$ cat config.mk
export PLATFORM = sky130hd
export DESIGN_NAME = ex_stage
export DESIGN_NICKNAME = d
export VERILOG_FILES = /design/src/rtl/pipe_pkg.sv /design/src/rtl/ex_mul_seq.sv /design/src/rtl/ex_stage.sv
export SDC_FILE = /design/constraint.sdc
export NUM_CORES = 1
export LEC_CHECK = 0
export BUFFER_PORTS_ARGS = -buffer_cell sky130_fd_sc_hd__buf_2
export CORE_ASPECT_RATIO = 0.9
export CORE_MARGIN = 10
export CORE_UTILIZATION = 40
export CTS_CLUSTER_DIAMETER = 100
export DETAILED_ROUTE_END_ITERATION = 6
export MAX_ROUTING_LAYER = met4
export PLACE_DENSITY = 0.65
export REMOVE_ABC_BUFFERS = 1
export SLEW_MARGIN = 0
export SYNTH_ARGS = -nofsm -noshare
export SYNTH_HDL_FRONTEND = slang
export SYNTH_SLANG_ARGS = --single-unit
$ cat constraint.sdc
create_clock -name CLK_PIPE -period 11.4 [get_ports CLK_PIPE]
set_input_delay 0 -clock CLK_PIPE [delete_from_list [all_inputs] [get_ports CLK_PIPE]]
set_output_delay 0 -clock CLK_PIPE [all_outputs]
set_load 0.03 [all_outputs]
$ cat src/rtl/pipe_pkg.sv
// pipe_pkg: opcodes, ID_EX field positions, EX_MEM layout and multiply FSM encoding.
// Shared by the ID, EX and MEM pipeline stages.
package pipe_pkg;
   localparam int XLEN     = 16;
   localparam int OPC_W    = 6;
   localparam int RD_W     = 5;
   localparam int ID_EX_W  = 75;
   localparam int EX_MEM_W = 60;
   localparam int IDX_REG_A = 59;
   localparam int IDX_REG_B = 43;
   localparam int IDX_OPCD  = 37;
   localparam int IDX_RD    = 32;
   localparam int IDX_IMM   = 16;
   localparam int IDX_NPC   = 0;
   localparam logic [OPC_W-1:0] OP_ADD  = 6'h00;
   localparam logic [OPC_W-1:0] OP_SUB  = 6'h01;
   localparam logic [OPC_W-1:0] OP_AND  = 6'h02;
   localparam logic [OPC_W-1:0] OP_OR   = 6'h03;
   localparam logic [OPC_W-1:0] OP_XOR  = 6'h04;
   localparam logic [OPC_W-1:0] OP_SLT  = 6'h05;
   localparam logic [OPC_W-1:0] OP_MUL  = 6'h06;
   localparam logic [OPC_W-1:0] OP_ADDI = 6'h08;
   localparam logic [OPC_W-1:0] OP_LW   = 6'h10;
   localparam logic [OPC_W-1:0] OP_SW   = 6'h11;
   localparam logic [OPC_W-1:0] OP_BEQZ = 6'h20;
   localparam logic [OPC_W-1:0] OP_BNEZ = 6'h21;
   localparam logic [OPC_W-1:0] OP_J    = 6'h22;
   typedef struct packed {
      logic [XLEN-1:0]  alu_out;
      logic [XLEN-1:0]  store_d;
      logic [OPC_W-1:0] opcd;
      logic [RD_W-1:0]  rd;
      logic             br_taken;
      logic [XLEN-1:0]  br_target;
   } ex_mem_t;
   typedef enum logic [1:0] {
      ST_IDLE = 2'd0,
      ST_BUSY = 2'd1,
      ST_DONE = 2'd2
   } mul_state_t;
   function automatic logic is_branch(input logic [OPC_W-1:0] op);
      return op == OP_BEQZ || op == OP_BNEZ || op == OP_J;
   endfunction
endpackage

$ cat src/rtl/ex_mul_seq.sv
// ex_mul_seq: iterative shift-add multiplier, one multiplier bit per cycle, IDLE/BUSY/DONE handshake.
// Only the low W product bits are kept; flush or reset abandons the operation.
module ex_mul_seq
   import pipe_pkg::*;
#(
   parameter int W       = 16,
   parameter int MUL_CYC = 16
) (
   input  logic         clk,
   input  logic         rst,
   input  logic         i_start,
   input  logic         i_flush,
   input  logic [W-1:0] i_a,
   input  logic [W-1:0] i_b,
   output mul_state_t   o_state,
   output logic [W-1:0] o_prod
);
   localparam int            CW   = $clog2(MUL_CYC);
   localparam logic [CW-1:0] LAST = CW'(MUL_CYC - 1);
   mul_state_t    r_state;
   logic [CW-1:0] r_cnt;
   logic [W-1:0]  r_a;
   logic [W-1:0]  r_b;
   logic [W-1:0]  r_prod;
   always_ff @(posedge clk) begin
      if (rst || i_flush) begin
         r_state <= ST_IDLE;
         r_cnt   <= '0;
         r_a     <= '0;
         r_b     <= '0;
         r_prod  <= '0;
      end else begin
         case (r_state)
            ST_IDLE: if (i_start) begin
               r_a     <= i_a;
               r_b     <= i_b;
               r_prod  <= '0;
               r_cnt   <= '0;
               r_state <= ST_BUSY;
            end
            ST_BUSY: begin
               // multiplicand walks left while the multiplier walks right
               r_prod  <= r_prod + (r_b[0] ? r_a : {W{1'b0}});
               r_a     <= r_a << 1;
               r_b     <= r_b >> 1;
               r_cnt   <= r_cnt + 1'b1;
               r_state <= (r_cnt == LAST) ? ST_DONE : ST_BUSY;
            end
            default: r_state <= ST_IDLE;
         endcase
      end
   end
   assign o_state = r_state;
   assign o_prod  = r_prod;
endmodule

$ cat src/rtl/ex_stage.sv
// ex_stage: EX pipeline stage; unpacks ID_EX, runs ALU/branch ops and registers the EX_MEM bus.
// EX_STAGE_MUL_EN builds the stalling iterative multiplier; without it MUL acts as an unknown opcode.
module ex_stage
   import pipe_pkg::*;
#(
   parameter int W       = 16,
   parameter int MUL_CYC = 16
) (
   input  logic                CLK_PIPE,
   input  logic                RST,
   input  logic [ID_EX_W-1:0]  ID_EX,
   input  logic                IN_VALID,
   input  logic                FLUSH,
   output logic                STALL,
   output logic [EX_MEM_W-1:0] EX_MEM,
   output logic                EX_VALID
);
   if (MUL_CYC != W) begin : g_cfg_err
      $error("ex_stage: MUL_CYC must equal W");
   end
   logic [W-1:0]     w_a;
   logic [W-1:0]     w_b;
   logic [W-1:0]     w_imm;
   logic [W-1:0]     w_npc;
   logic [W-1:0]     w_opb;
   logic [W-1:0]     w_alu;
   logic [W-1:0]     w_tgt;
   logic [W-1:0]     w_prod;
   logic [OPC_W-1:0] w_opcd;
   logic [RD_W-1:0]  w_rd;
   logic             w_taken;
   logic             w_stall;
   logic             w_mul_done;
   ex_mem_t          w_res;
   ex_mem_t          r_ex_mem;
   logic             r_ex_valid;
   assign w_a    = ID_EX[IDX_REG_A +: W];
   assign w_b    = ID_EX[IDX_REG_B +: W];
   assign w_opcd = ID_EX[IDX_OPCD +: OPC_W];
   assign w_rd   = ID_EX[IDX_RD +: RD_W];
   assign w_imm  = ID_EX[IDX_IMM +: W];
   assign w_npc  = ID_EX[IDX_NPC +: W];
   always_comb begin
      w_opb   = (w_opcd == OP_ADDI || w_opcd == OP_LW || w_opcd == OP_SW) ? w_imm : w_b;
      w_tgt   = is_branch(w_opcd) ? w_npc + w_imm : '0;
      w_taken = (w_opcd == OP_BEQZ && w_a == '0) || (w_opcd == OP_BNEZ && w_a != '0) || w_opcd == OP_J;
      case (w_opcd)
         OP_ADD, OP_ADDI, OP_LW, OP_SW: w_alu = w_a + w_opb;
         OP_SUB:                        w_alu = w_a - w_opb;
         OP_AND:                        w_alu = w_a & w_opb;
         OP_OR:                         w_alu = w_a | w_opb;
         OP_XOR:                        w_alu = w_a ^ w_opb;
         OP_SLT:                        w_alu = {{(W-1){1'b0}}, $signed(w_a) < $signed(w_opb)};
         OP_BEQZ, OP_BNEZ, OP_J:        w_alu = w_npc;
         default:                       w_alu = '0;
      endcase
      w_res = '{alu_out: w_alu, store_d: w_b, opcd: w_opcd, rd: w_rd,
                br_taken: w_taken, br_target: w_tgt};
   end
`ifdef EX_STAGE_MUL_EN
   mul_state_t w_state;
   ex_mul_seq #(.W(W), .MUL_CYC(MUL_CYC)) u_mul (
      .clk     (CLK_PIPE),
      .rst     (RST),
      .i_start (IN_VALID && w_opcd == OP_MUL),
      .i_flush (FLUSH),
      .i_a     (w_a),
      .i_b     (w_b),
      .o_state (w_state),
      .o_prod  (w_prod)
   );
   assign w_mul_done = w_state == ST_DONE;
   // upstream keeps the MUL in ID_EX until DONE, so RD/OPCD are still valid there
   assign w_stall    = !RST && IN_VALID && w_opcd == OP_MUL && !w_mul_done;
`else
   assign w_prod     = '0;
   assign w_mul_done = 1'b0;
   assign w_stall    = 1'b0;
`endif
   always_ff @(posedge CLK_PIPE) begin
      if (RST || FLUSH) begin
         r_ex_mem   <= '0;
         r_ex_valid <= 1'b0;
      end else if (w_mul_done) begin
         r_ex_mem   <= '{alu_out: w_prod, store_d: w_b, opcd: w_opcd, rd: w_rd,
                         br_taken: 1'b0, br_target: '0};
         r_ex_valid <= 1'b1;
      end else begin
         r_ex_mem   <= (IN_VALID && !w_stall) ? w_res : '0;
         r_ex_valid <= IN_VALID && !w_stall;
      end
   end
   assign STALL    = w_stall;
   assign EX_MEM   = r_ex_mem;
   assign EX_VALID = r_ex_valid;
endmodule

---- After elaboration in Yosys (flattened, before gate mapping) ----
Cells that the tools add are included.
operators by class
  $add $sub $neg .......................... 3
  order comparisons ....................... 1
  equal/unequal tests ..................... 11
  mux-type cells .......................... 2
  bitwise gates (word level) .............. 5
  reductions and logical operators ........ 16
operator list
  kind                                                  number
  one-hot mux 16 bit (7 select lines)                   1
  adder 16 bit                                          2
  equality test 6 bit (second input constant)           3
  bitwise AND 16 bit                                    1
  zero test 16 bit                                      1
  < comparator 16 bit                                   1
  2-to-1 mux 16 bit                                     1
  bitwise OR 16 bit                                     1
  nonzero test 16 bit                                   1
  subtractor 16 bit                                     1
  XOR 16 bit                                            1
  equality test 6 x 2 -> 1 bit (second input constant)  2
  equality test 6 x 3 -> 1 bit (second input constant)  2
  equality test 6 x 5 -> 1 bit (second input constant)  2
  logical OR 1 bit                                      7
  equality test 6 x 1 -> 1 bit (second input constant)  1
  equality test 6 x 4 -> 1 bit (second input constant)  1
  zero test 6 bit                                       1
  OR reduction 3 bit                                    2
  OR reduction 4 bit                                    1
  logical AND 1 bit                                     2
  NOT 1 bit                                             2
  OR reduction 2 bit                                    1
storage, ports and cells
  flip-flop bits (word level) ............. 61
  input bits .............................. 79
  output and inout bits ................... 62
  word-level logic and storage cells ...... 45

---- Logic depth before layout (Yosys ltp) ----
Gate-level depths: netlist of run 1.
  word-level depth ........................ 6
  mapped depth ............................ 16
  mapped depth without buffers ............ 14

---- Least setup slack after synthesis of run 1 ----
OpenSTA, ideal clock, no wires.
  path kind ............................... input to register
  from .................................... input port ID_EX[37]
  to ...................................... register r_ex_mem (netlist bit EX_MEM[59])
  setup time .............................. 0.065 ns
  arrival time ............................ 3.594 ns
  required time ........................... 11.335 ns
  setup slack ............................. 7.741 ns
  stages on the path ...................... 16
  buffers on the path ..................... 2
  cell sequence ........................... clkbuf_1 > nor3b_1 > o21ai_1 > clkbuf_1 > nand2_1 > o21ai_0 > inv_1 > ha_1 > o21ba_2 > o21bai_2 > a2111o_1 > a21oi_4 > o221ai_2 > a311o_1 > or3_1 > nand4b_1
on the way
  longest elaborated chain between the ends .. 6
ends and longest elaborated chain
  element                                                                              line                            RTL
  from (decl)                                                                          ex_stage.sv:11                  input logic [ID_EX_W-1:0] ID_EX,
  equality test 6 x 4 -> 1 bit / equality test 6 x 5 -> 1 bit (equally long branches)  ex_stage.sv:44, ex_stage.sv:47
  logical OR 1 bit (2 in series)                                                       ex_stage.sv:44                  w_opb = (w_opcd == OP_ADDI || w_opcd == OP_LW || w_opcd == OP_SW) ? w_imm : w_b;
  2-to-1 mux 16 bit                                                                    ex_stage.sv:44
  subtractor 16 bit, or another cell as far along                                      ex_stage.sv:49                  OP_SUB: w_alu = w_a - w_opb;
  one-hot mux 16 bit (7 select lines) *                                                ex_stage.sv:47                  case (w_opcd)
  to (signal assigned)                                                                 ex_stage.sv:85                  r_ex_mem <= '{alu_out: w_prod, store_d: w_b, opcd: w_opcd, rd: w_rd,
  to (signal assigned)                                                                 ex_stage.sv:89                  r_ex_mem <= (IN_VALID && !w_stall) ? w_res : '0;
  to (decl)                                                                            ex_stage.sv:35                  ex_mem_t r_ex_mem;
Every way passes the cells marked *; elsewhere a longest branch is shown, timed or not.
A chain may end at the register's enable or synchronous reset.

---- Final worst setup path of run 1 ----
  from .................................... input port ID_EX[38]
  to ...................................... register r_ex_mem (netlist bit EX_MEM[59])
The elaborated chain is that of the path after synthesis.

==> results.yml, run 1 <==
clock_network:
  cts.sinks: 61
  clk_pin_slew_worst_paths_ns: 0.06
  cts_buffers: 9
  h-tree-depth: 3
  cts.repair.resized: 0
  root_buffer: "clkbuf_16"
  cts_tree: "built"
  clock_path_buffers: 2
global_routing:
  track_usage_pct: 20.78
  grt_pass1_vias: 5176
  grt_start_max_net_pins: 34
  overflow: 0
  grt_pass1_wl_mm: 27.53
  antenna_found_initial: 2
min_path:
  hold_depth: 3
  hold_path.class: "input port to register"
  min_from: "ID_EX[16]"
floorplan:
  start_util_pct: 41.08
  die_x_um: 137.4
  dieArea_um2: 17260
  core_um2: 12080
  row_count: 38
  die_h_um: 125.7
  ioPinCount: 141
final_layout:
  final_util_pct: 52.48
  nFillCells: 1192
  final_cell_mix: "139 x buf_2, 68 x ha_1, 61 x dfxtp_1, 61 x nor2_1, 59 x a21oi_1"
  drive_above_1_share_pct: 24.00
  nets: 920
  final_common_cell: "buf_2"
  register_area_um2: 1221
  multiInputGateArea_um2: 3417
  area_growth_syn_to_layout_pct: 27.74
  final_cells: 937
critical_path:
  crit_path_max_incr_delay_ns: 0.54
  crit_buf_inv: 4
  start_kind: "input port"
  timing.critical_path.cells: "dlygate4sd3_1 -> buf_2 -> nor3_1 -> o21ai_1 -> buf_4 -> o21ai_0 -> inv_1 -> ha_1 -> a211oi_1 -> o21ai_0 -> a21oi_1 -> o21ai_0 -> a2111oi_0 -> nor2_1 -> mux2i_1 -> nand4b_1"
  cp_max_fo: 17
  crit_start: "ID_EX[38]"
  worstPathRequired_ns: 11.62
  critPathKind: "input port to register"
  cpMostUsedCell: "o21ai_0"
  worst-path-stages: 16
  crit_arrival_ns: 4.30
  crit_family: "compound AO/OA/AOI/OAI gates"
  cp-end-kind: "register"
  cpMaxStageDelayCell: "a2111oi_0"
yosys:
  yosysSeqAreaShare_pct: 24.62
  synth-simple-area-share_pct: 18.21
  synth_seq_cells: 61
  synth_top_family_by_area: "compound AO/OA/AOI/OAI gates"
  yosysTopAreaCellShare_pct: 24.62
  synth-xor-area-share_pct: 2.825
  synth-edff-count: 0
  synth.area.mux_share_pct: 4.212
  synth_top_area_cell: "dfxtp_1"
  netlist_area_um2: 4961
  ys_warn_count: 0
  synth_compound_area_share_pct: 25.02
  synthCells: 617
  synthFlopType: "dfxtp_1"
  synth_cell_types: 67
  synth_area_leaders: "dfxtp_1 25%, ha_1 17%, a21oi_1 6.0%, nor2_1 4.6%, inv_1 4.2%"
  avgSynthCellArea_um2: 8.041
  synthAdderAreaFrac_pct: 18.36
  ys_async_sr_fraction_pct: 0
sta:
  rsz0062_at_grt: "false"
  period_share_pct: 35.76
  max_freq_ghz: 0.2453
  worstMarginPinSlew_ns: 1.060
  finalHoldWorstSlack_ns: 0.01842
  drv_slew: 0
  setup_viol: 0
  finalCriticalPeriod_ns: 4.076
  finalHoldViolCount: 0
  max-slew-margin-rel_pct: 29.05
  fin_setup_tns_ns: 0
route:
  drt-initial-drc-count: 400
  vias_per_cell: 5.479
  wl_per_cell_um: 19.21
  postRouteWirelength_mm: 18.00
  firstDrtPassIters: 6
  ant_nets: 0
  vias: 5134
  drcViolationCount: 0
flow_run:
  maxCapViolCount: 0
placed_design:
  dp_cells: 893
  port_buffers: 139
  gp_congestion: 0.9407
  hpwl_mm: 14.05
pwr:
  powerDensity_nw_per_um2: 108.0
  peakVddDrop_uv: 63.39
  p_leak_uw: 0.003062
run_status:
  status: "complete, no violations"
## cell usage after synthesis (6+ instances only)
master,instances
a211oi_1,8
a21o_1,10
a21oi_1,59
a22oi_1,6
a31oi_1,8
and2_1,29
clkbuf_1,17
dfxtp_1,61
ha_1,68
inv_1,55
mux2_2,15
nand2_1,22
nand2b_1,7
nand3_1,7
nor2_1,61
nor2b_1,7
nor3_1,16
nor4_1,9
o21a_1,6
o21ai_0,30
xnor2_1,10
xor2_1,6
## layer usage
layer / up-vias / track usage (%) / wire, um
met2: 203 / 31.65 / 8003
li1: 2503 / - / -
met3: 32 / 4.134 / 1309
met4: 0 / 8.364 / 505
met1: 2396 / 26.28 / 8180
met5: - / - / 0
## worst min-delay path: stages
cell    delay (ns)
buf_2         0.09
ha_1          0.11
and3_1        0.13
## power breakdown
group          switching, uW  internal, uW
combinational            116          78.5
sequential             0.717           217
clock                   98.5           174
## layout make-up
cell class | instances | area share, %
Antenna cell | 2 | 0.07897
Clock buffer | 12 | 3.889
Tap cell | 160 | 3.159
Timing Repair Buffer | 170 | 15.68
Inverter | 55 | 3.258
Sequential cell | 61 | 19.27
Multi-Input combinational cell | 473 | 53.92
Clock inverter | 4 | 0.7502
## flip-flops by register name, summed over array words and instances (netlist names)
signal,count
EX_MEM,60
EX_VALID,1
## cells by family after synthesis
group	Yosys count
fa+ha+maj	71
mux	19
simple gates	180
buf+inv	83
compound gates	186
xor+xnor	16
other cells	1
flops	61
## through the flow
| stage | power (uW) | area (um2) | setup slack (ns) |
|---|---|---|---|
| finish | 684.6 | 6337 | 7.324 |
| detailed placement | 405.6 | 5778 | 7.709 |
| global route | 718.4 | 6337 | 7.154 |
| global placement | 402.6 | 5778 | 7.841 |
| floorplan | 345.7 | 4836 | 7.889 |
| CTS | 688.5 | 6332 | 7.467 |
## what timing repair did
action | 4_1_cts | 5_1_grt
hold buffers | 26 | 0
hold endpoints to repair | 26 | 0
buffers inserted | 0 | 0
endpoints found under the setup margin | 0 | 0
## final timing paths
check          to  slack, ns
min     EX_MEM[0]       0.02
max    EX_MEM[59]       7.32
Power figures use the tool's default switching activity.
==> run 2, diff against run 1 <==
--- a/config.mk
+++ b/config.mk
@@ -5,6 +5,7 @@
 export SDC_FILE = /design/constraint.sdc
 export NUM_CORES = 1
 export LEC_CHECK = 0
+export ABC_AREA = 1
 export BUFFER_PORTS_ARGS = -buffer_cell sky130_fd_sc_hd__buf_2
 export CORE_ASPECT_RATIO = 0.9
 export CORE_MARGIN = 10
@@ -12,7 +13,7 @@
 export CTS_CLUSTER_DIAMETER = 100
 export DETAILED_ROUTE_END_ITERATION = 6
 export MAX_ROUTING_LAYER = met4
-export PLACE_DENSITY = 0.65
+export PLACE_DENSITY = 0.66
 export REMOVE_ABC_BUFFERS = 1
 export SLEW_MARGIN = 0
 export SYNTH_ARGS = -nofsm -noshare
==> constraint.sdc (replaced) <==
create_clock -name CLK_PIPE -period 3.35 [get_ports CLK_PIPE]
set_input_delay 0 -clock CLK_PIPE [delete_from_list [all_inputs] [get_ports CLK_PIPE]]
set_output_delay 0 -clock CLK_PIPE [all_outputs]
set_load 0.03 [all_outputs]
==> run 2 against run 1 <==
Against the previous run: die area increased by 10%; routed wire length rose by 14%; largest power group unchanged; synthesized area is 12% higher; critical path type unchanged; highest routed layer unchanged; sequential power increased to 3.4 times the previous value.
==> results.yml, run 2 <==
run_status:
  status: "complete, no violations"
sta:
  max-slew-margin-rel_pct: 41.20
  drv_slew: 0
  period_share_pct: 91.19
  finalCriticalPeriod_ns: 3.055
  finalHoldViolCount: 0
  fin_setup_tns_ns: 0
  max_freq_ghz: 0.3274
  worstMarginPinSlew_ns: 0.8788
  setup_slack_ns: 0.2952
  setup_viol: 0
flow_run:
  maxCapViolCount: 0
pwr:
  p_sw_share_pct: 34.46
  peakVddDrop_uv: 307.6
  power_frac_clock_pct: 40.5
  power.switching_uw: 869.0
  p_leak_uw: 0.003976
  cell_internal_pwr_uw: 1653
  p_comb_share_pct: 30.2
  powerDensity_nw_per_um2: 358.3
  seqPwrFrac_pct: 29.4
route:
  ant_nets: 0
  vias_per_cell: 5.118
  vias: 6392
  postRouteWirelength_mm: 20.51
  drt-initial-drc-count: 491
  drcViolationCount: 0
  firstDrtPassIters: 5
  wl_per_cell_um: 16.42
yosys:
  synthAdderAreaFrac_pct: 16.40
  avgSynthCellArea_um2: 6.129
  yosysTopAreaCellShare_pct: 21.99
  synth_cell_types: 38
  synth_area_leaders: "dfxtp_1 22%, nand2_1 16%, ha_1 15%, inv_1 12%, nand3_1 6.4%"
  ys_warn_count: 0
  synth.area.mux_share_pct: 0
  synth-xor-area-share_pct: 0.1577
  synth_seq_cells: 61
  synth_compound_area_share_pct: 14.80
  ys_async_sr_fraction_pct: 0
  synthCells: 906
  synth-simple-area-share_pct: 32.54
  synth-edff-count: 0
  netlist_area_um2: 5553
  yosysSeqAreaShare_pct: 21.99
  synth_top_family_by_area: "simple AND/OR/NAND/NOR gates"
  synth_top_area_cell: "dfxtp_1"
  synthFlopType: "dfxtp_1"
  post-synth-top-count-cell: "nand2_1"
  yosys-top-cells-count: "234 x nand2_1, 172 x inv_1, 91 x nor2_1"
floorplan:
  die_h_um: 131.8
  start_util_pct: 41.25
  ioPinCount: 141
  die_x_um: 144.2
  core_um2: 13460
  dieArea_um2: 19000
  row_count: 40
global_routing:
  overflow: 0
  antenna_found_initial: 1
  grt_pass1_vias: 6460
  track_usage_pct: 22.29
  grt_pass1_wl_mm: 32.80
  grt_start_max_net_pins: 38
clock_network:
  cts.sinks: 61
  cts_buffers: 9
  h-tree-depth: 3
  cts_tree: "built"
  clk_pin_slew_worst_paths_ns: 0.06
  root_buffer: "clkbuf_16"
  clock_path_buffers: 2
final_layout:
  largest_reg_flops: 60
  fin_area_um2: 7039
  final_cell_mix: "234 x nand2_1, 171 x inv_1, 139 x buf_2"
  drive_above_1_share_pct: 17.24
  area_growth_syn_to_layout_pct: 26.77
  final_util_pct: 52.29
  final_common_cell: "nand2_1"
  nets: 1224
min_path:
  hold_path.class: "input port to register"
critical_path:
  worstPathRequired_ns: 3.59
  crit_arrival_ns: 3.29
  cp-end-kind: "register"
  start_kind: "input port"
  critPathKind: "input port to register"
  crit_start: "ID_EX[38]"
  critPathCapture: "EX_MEM[56]"
  cp_max_fo: 22
placed_design:
  gp_congestion: 0.9603
  dp_slack_ns: 0.4111
  hpwl_mm: 16.54
  port_buffers: 139
  place_area_um2: 6411
[run 2: cell count changes after synthesis, moves of 17 or more]
cell,change
inv_1,+117
and2_1,-27
nor2_1,+30
nand3_1,+64
o21ai_0,+21
nand2_1,+212
nand4_1,+17
[run 2: worst min-delay path by stage]
stage / start / end / depth (start not counted)
4_1_cts: ID_EX[16] / EX_MEM[0] / 4
3_3_place_gp: ID_EX[36] / EX_MEM[21] / 3
5_1_grt: ID_EX[13] / EX_MEM[57] / 5
2_1_floorplan: ID_EX[32] / EX_MEM[17] / 2
6_report: ID_EX[16] / EX_MEM[0] / 4
3_5_place_dp: ID_EX[33] / EX_MEM[18] / 3
[run 2: cell families after synthesis]
group           count (synthesis)
simple gates                  431
xor+xnor                        1
buf+inv                       195
fa+ha+maj                      71
other cells                     1
compound gates                146
flops                          61
[run 2: metrics by stage]
step | instances | power (uW) | hold slack (ns)
2_1_floorplan | 886 | 1230 | 0.1122
3_5_place_dp | 1203 | 1469 | 0.2195
4_1_cts | 1246 | 2521 | 0.004539
5_1_grt | 1248 | 2668 | 0.04271
3_3_place_gp | 1203 | 1469 | 0.2126
6_report | 1249 | 2522 | 0.002542
[run 2: cell type report]
class                      count  area, um2
antenna                        2      5.005
timing repair buffer         177       1052
tap                          168      210.2
clock buffer                   9      225.2
clock inverter                 7      98.84
inverter                     175      656.9
sequential                    61       1221
multi-input combinational    650       3570
fill                        1395       6424
[run 2: timing repair]
item	CTS	global route
hold endpoints to repair	27	0
hold buffers	27	0
resized for setup	0	10
buffers inserted	0	1
endpoints found under the setup margin	0	8
[run 2: metal layers]
layer	wire length, um	part of all wire [%]	track usage [%]	vias to the layer above
li1	-	-	-	3215
met1	9310	45	28.55	2860
met2	9002	44	33.61	276
met3	1719	8.4	5.620	41
met4	480	2.3	6.846	0
met5	0	0	-	-
[run 2: power groups by stage]
stage / combinational [uW] / clock [uW] / sequential [uW]
after global placement: 713 / 0 / 756
after CTS: 740 / 1040 / 740
after global routing: 855 / 1070 / 742
after floorplan: 449 / 0 / 782
final: 761 / 1020 / 741
after detailed placement: 713 / 0 / 756
[run 2: worst max-delay path, cell delays in order]
cell	delay, ns
dlygate4sd3_1	0.54
buf_2	0.15
nor2_1	0.17
nand3_1	0.14
o21ai_2	0.14
buf_6	0.21
nand2_1	0.07
o21ai_1	0.17
ha_2	0.24
inv_1	0.07
fa_1	0.40
inv_1	0.16
nand3_1	0.09
nand3_1	0.16
nand3_1	0.15
nand3_1	0.12
nand2_1	0.05
nand3_1	0.07
nand3_1	0.08
nand2_1	0.06
inv_1	0.04
==> run 3, diff against run 2 <==
--- a/config.mk
+++ b/config.mk
@@ -13,7 +13,7 @@
 export CTS_CLUSTER_DIAMETER = 100
 export DETAILED_ROUTE_END_ITERATION = 6
 export MAX_ROUTING_LAYER = met4
-export PLACE_DENSITY = 0.66
+export PLACE_DENSITY_LB_ADDON = 0.2
 export REMOVE_ABC_BUFFERS = 1
 export SLEW_MARGIN = 0
 export SYNTH_ARGS = -nofsm -noshare
==> run 3 against run 2 <==
Against the previous run: non-clock buffer count down 1; highest routed layer unchanged; combinational power about the same; final cell count is essentially flat; worst setup slack better by 0.014 ns; power is 0.47% higher; core utilization is 0.11 points lower; clock power about the same; sequential share of layout area about the same; final area decreased by 0.21%; die area unchanged; worst hold slack improved by 0.0056 ns; critical endpoint unchanged; largest cell class unchanged; critical path depth is the same.
==> results.yml, run 3 (synthesized netlist as in run 2, its figures left out) <==
route:
  drcViolationCount: 0
  wl_per_cell_um: 16.49
  postRouteWirelength_mm: 20.58
  vias_per_cell: 5.063
  vias: 6319
  firstDrtPassIters: 6
  drt-initial-drc-count: 607
  ant_nets: 0
pwr:
  power_uw: 2534
  seqPwrFrac_pct: 29.2
  peakVddDrop_uv: 261.2
  cell_internal_pwr_uw: 1651
  p_sw_share_pct: 34.82
  power_frac_clock_pct: 40.8
  powerDensity_nw_per_um2: 360.7
  p_comb_share_pct: 30.0
  p_leak_uw: 0.003983
  power.switching_uw: 882.4
flow_run:
  maxCapViolCount: 0
sta:
  fin_setup_tns_ns: 0
  drv_slew: 0
  period_share_pct: 90.77
  setup_slack_ns: 0.3092
  max_freq_ghz: 0.3289
  finalHoldViolCount: 0
  worstMarginPinSlew_ns: 0.8252
  finalHoldWorstSlack_ns: 0.008180
  finalCriticalPeriod_ns: 3.041
  setup_viol: 0
  rsz0062_at_grt: "false"
  max-slew-margin-rel_pct: 44.78
clock_network:
  cts_buffers: 9
  h-tree-depth: 3
  clk_pin_slew_worst_paths_ns: 0.06
  clock_path_buffers: 2
  cts.sinks: 61
  root_buffer: "clkbuf_16"
  cts_tree: "built"
placed_design:
  dp_slack_ns: 0.3170
  hpwl_mm: 16.57
  place_area_um2: 6411
  gp_congestion: 0.9848
  port_buffers: 139
final_layout:
  multiInputGateArea_um2: 3565
  register_area_um2: 1221
  final_cell_mix: "234 x nand2_1, 172 x inv_1, 139 x buf_2"
  area_growth_syn_to_layout_pct: 26.50
  largest_reg_flops: 60
  nets: 1223
  fin_area_um2: 7024
  drive_above_1_share_pct: 16.88
  final_common_cell: "nand2_1"
  nFillCells: 1415
floorplan:
  ioPinCount: 141
  die_x_um: 144.2
  core_um2: 13460
  die_h_um: 131.8
  start_util_pct: 41.25
  row_count: 40
  dieArea_um2: 19000
critical_path:
  start_kind: "input port"
  cp_max_fo: 23
  worstPathRequired_ns: 3.59
  cp-end-kind: "register"
  critPathCapture: "EX_MEM[56]"
  critPathKind: "input port to register"
  crit_arrival_ns: 3.28
  crit_start: "ID_EX[38]"
run_status:
  status: "complete, no violations"
global_routing:
  grt_start_max_net_pins: 38
  antenna_found_initial: 2
  track_usage_pct: 21.84
  overflow: 0
  grt_pass1_wl_mm: 32.15
  grt_pass1_vias: 6127
min_path:
  hold_path.class: "input port to register"
  hold_depth: 3
  min_from: "ID_EX[40]"
-- run 3: changes by cell type in the layout (fill, tap and decap cells not counted) --
cell	previous run	this run
inv_2	3	2
inv_1	171	172
nand3_2	1	2
nand3_1	71	70
ha_2	5	2
dlygate4sd3_1	27	26
nor2_1	89	90
nor2_2	2	1
ha_1	63	66
-- run 3: repair_timing --
item	CTS	global route
gates resized for setup	0	6
hold buffers	26	0
hold endpoints to repair	27	0
endpoints found under the setup margin	0	5
setup buffers	0	1
-- run 3: how the worst min path moves through the flow --
stage | endpoint | slack [ns]
3_3_place_gp | EX_MEM[21] | 0.21
6_report | EX_MEM[25] | 0.008
4_1_cts | EX_MEM[25] | 0.008
2_1_floorplan | EX_MEM[17] | 0.11
5_1_grt | EX_MEM[25] | 0.03
3_5_place_dp | EX_MEM[21] | 0.22
-- run 3: layout make-up --
cell class | count | area share (%)
antenna | 2 | 0.07125
clock buffer | 9 | 3.206
clock inverter | 7 | 1.407
inverter | 175 | 9.352
multi-input combinational | 650 | 50.75
sequential | 61 | 17.39
tap | 168 | 2.993
timing repair buffer | 176 | 14.84
-- run 3: metal layers --
| layer | routed length (um) | vias to the layer above | GRT usage, % |
|---|---|---|---|
| met5 | 0 | - | - |
| met3 | 2114 | 33 | 6.412 |
| met4 | 365 | 0 | 5.892 |
| met2 | 8888 | 292 | 32.13 |
| met1 | 9206 | 2771 | 28.42 |
| li1 | - | 3223 | - |
-- run 3: critical path: stages --
cell	delay [ns]
dlygate4sd3_1	0.53
buf_2	0.14
nor2_1	0.19
nand3_1	0.14
o21ai_2	0.15
buf_6	0.20
nand2_1	0.06
o21ai_1	0.18
ha_2	0.24
inv_1	0.06
fa_1	0.41
inv_1	0.15
nand3_1	0.10
nand3_2	0.13
nand3_1	0.11
nand3_1	0.10
nand2_1	0.05
nand3_1	0.06
nand3_1	0.12
nand2_1	0.10
inv_1	0.05
-- run 3: power by group through the flow --
stage	Combinational (uW)	Clock (uW)	Sequential [uW]
after floorplan	449	0	782
after global placement	714	0	756
after detailed placement	714	0	757
after CTS	742	1050	741
after global routing	853	1070	741
final	759	1030	741
-- run 3: through the flow --
stage,util (%),cells
finish,52.17,1248
global route,52.17,1248
global placement,47.62,1203
floorplan,-,886
CTS,51.96,1245
detailed placement,47.62,1203
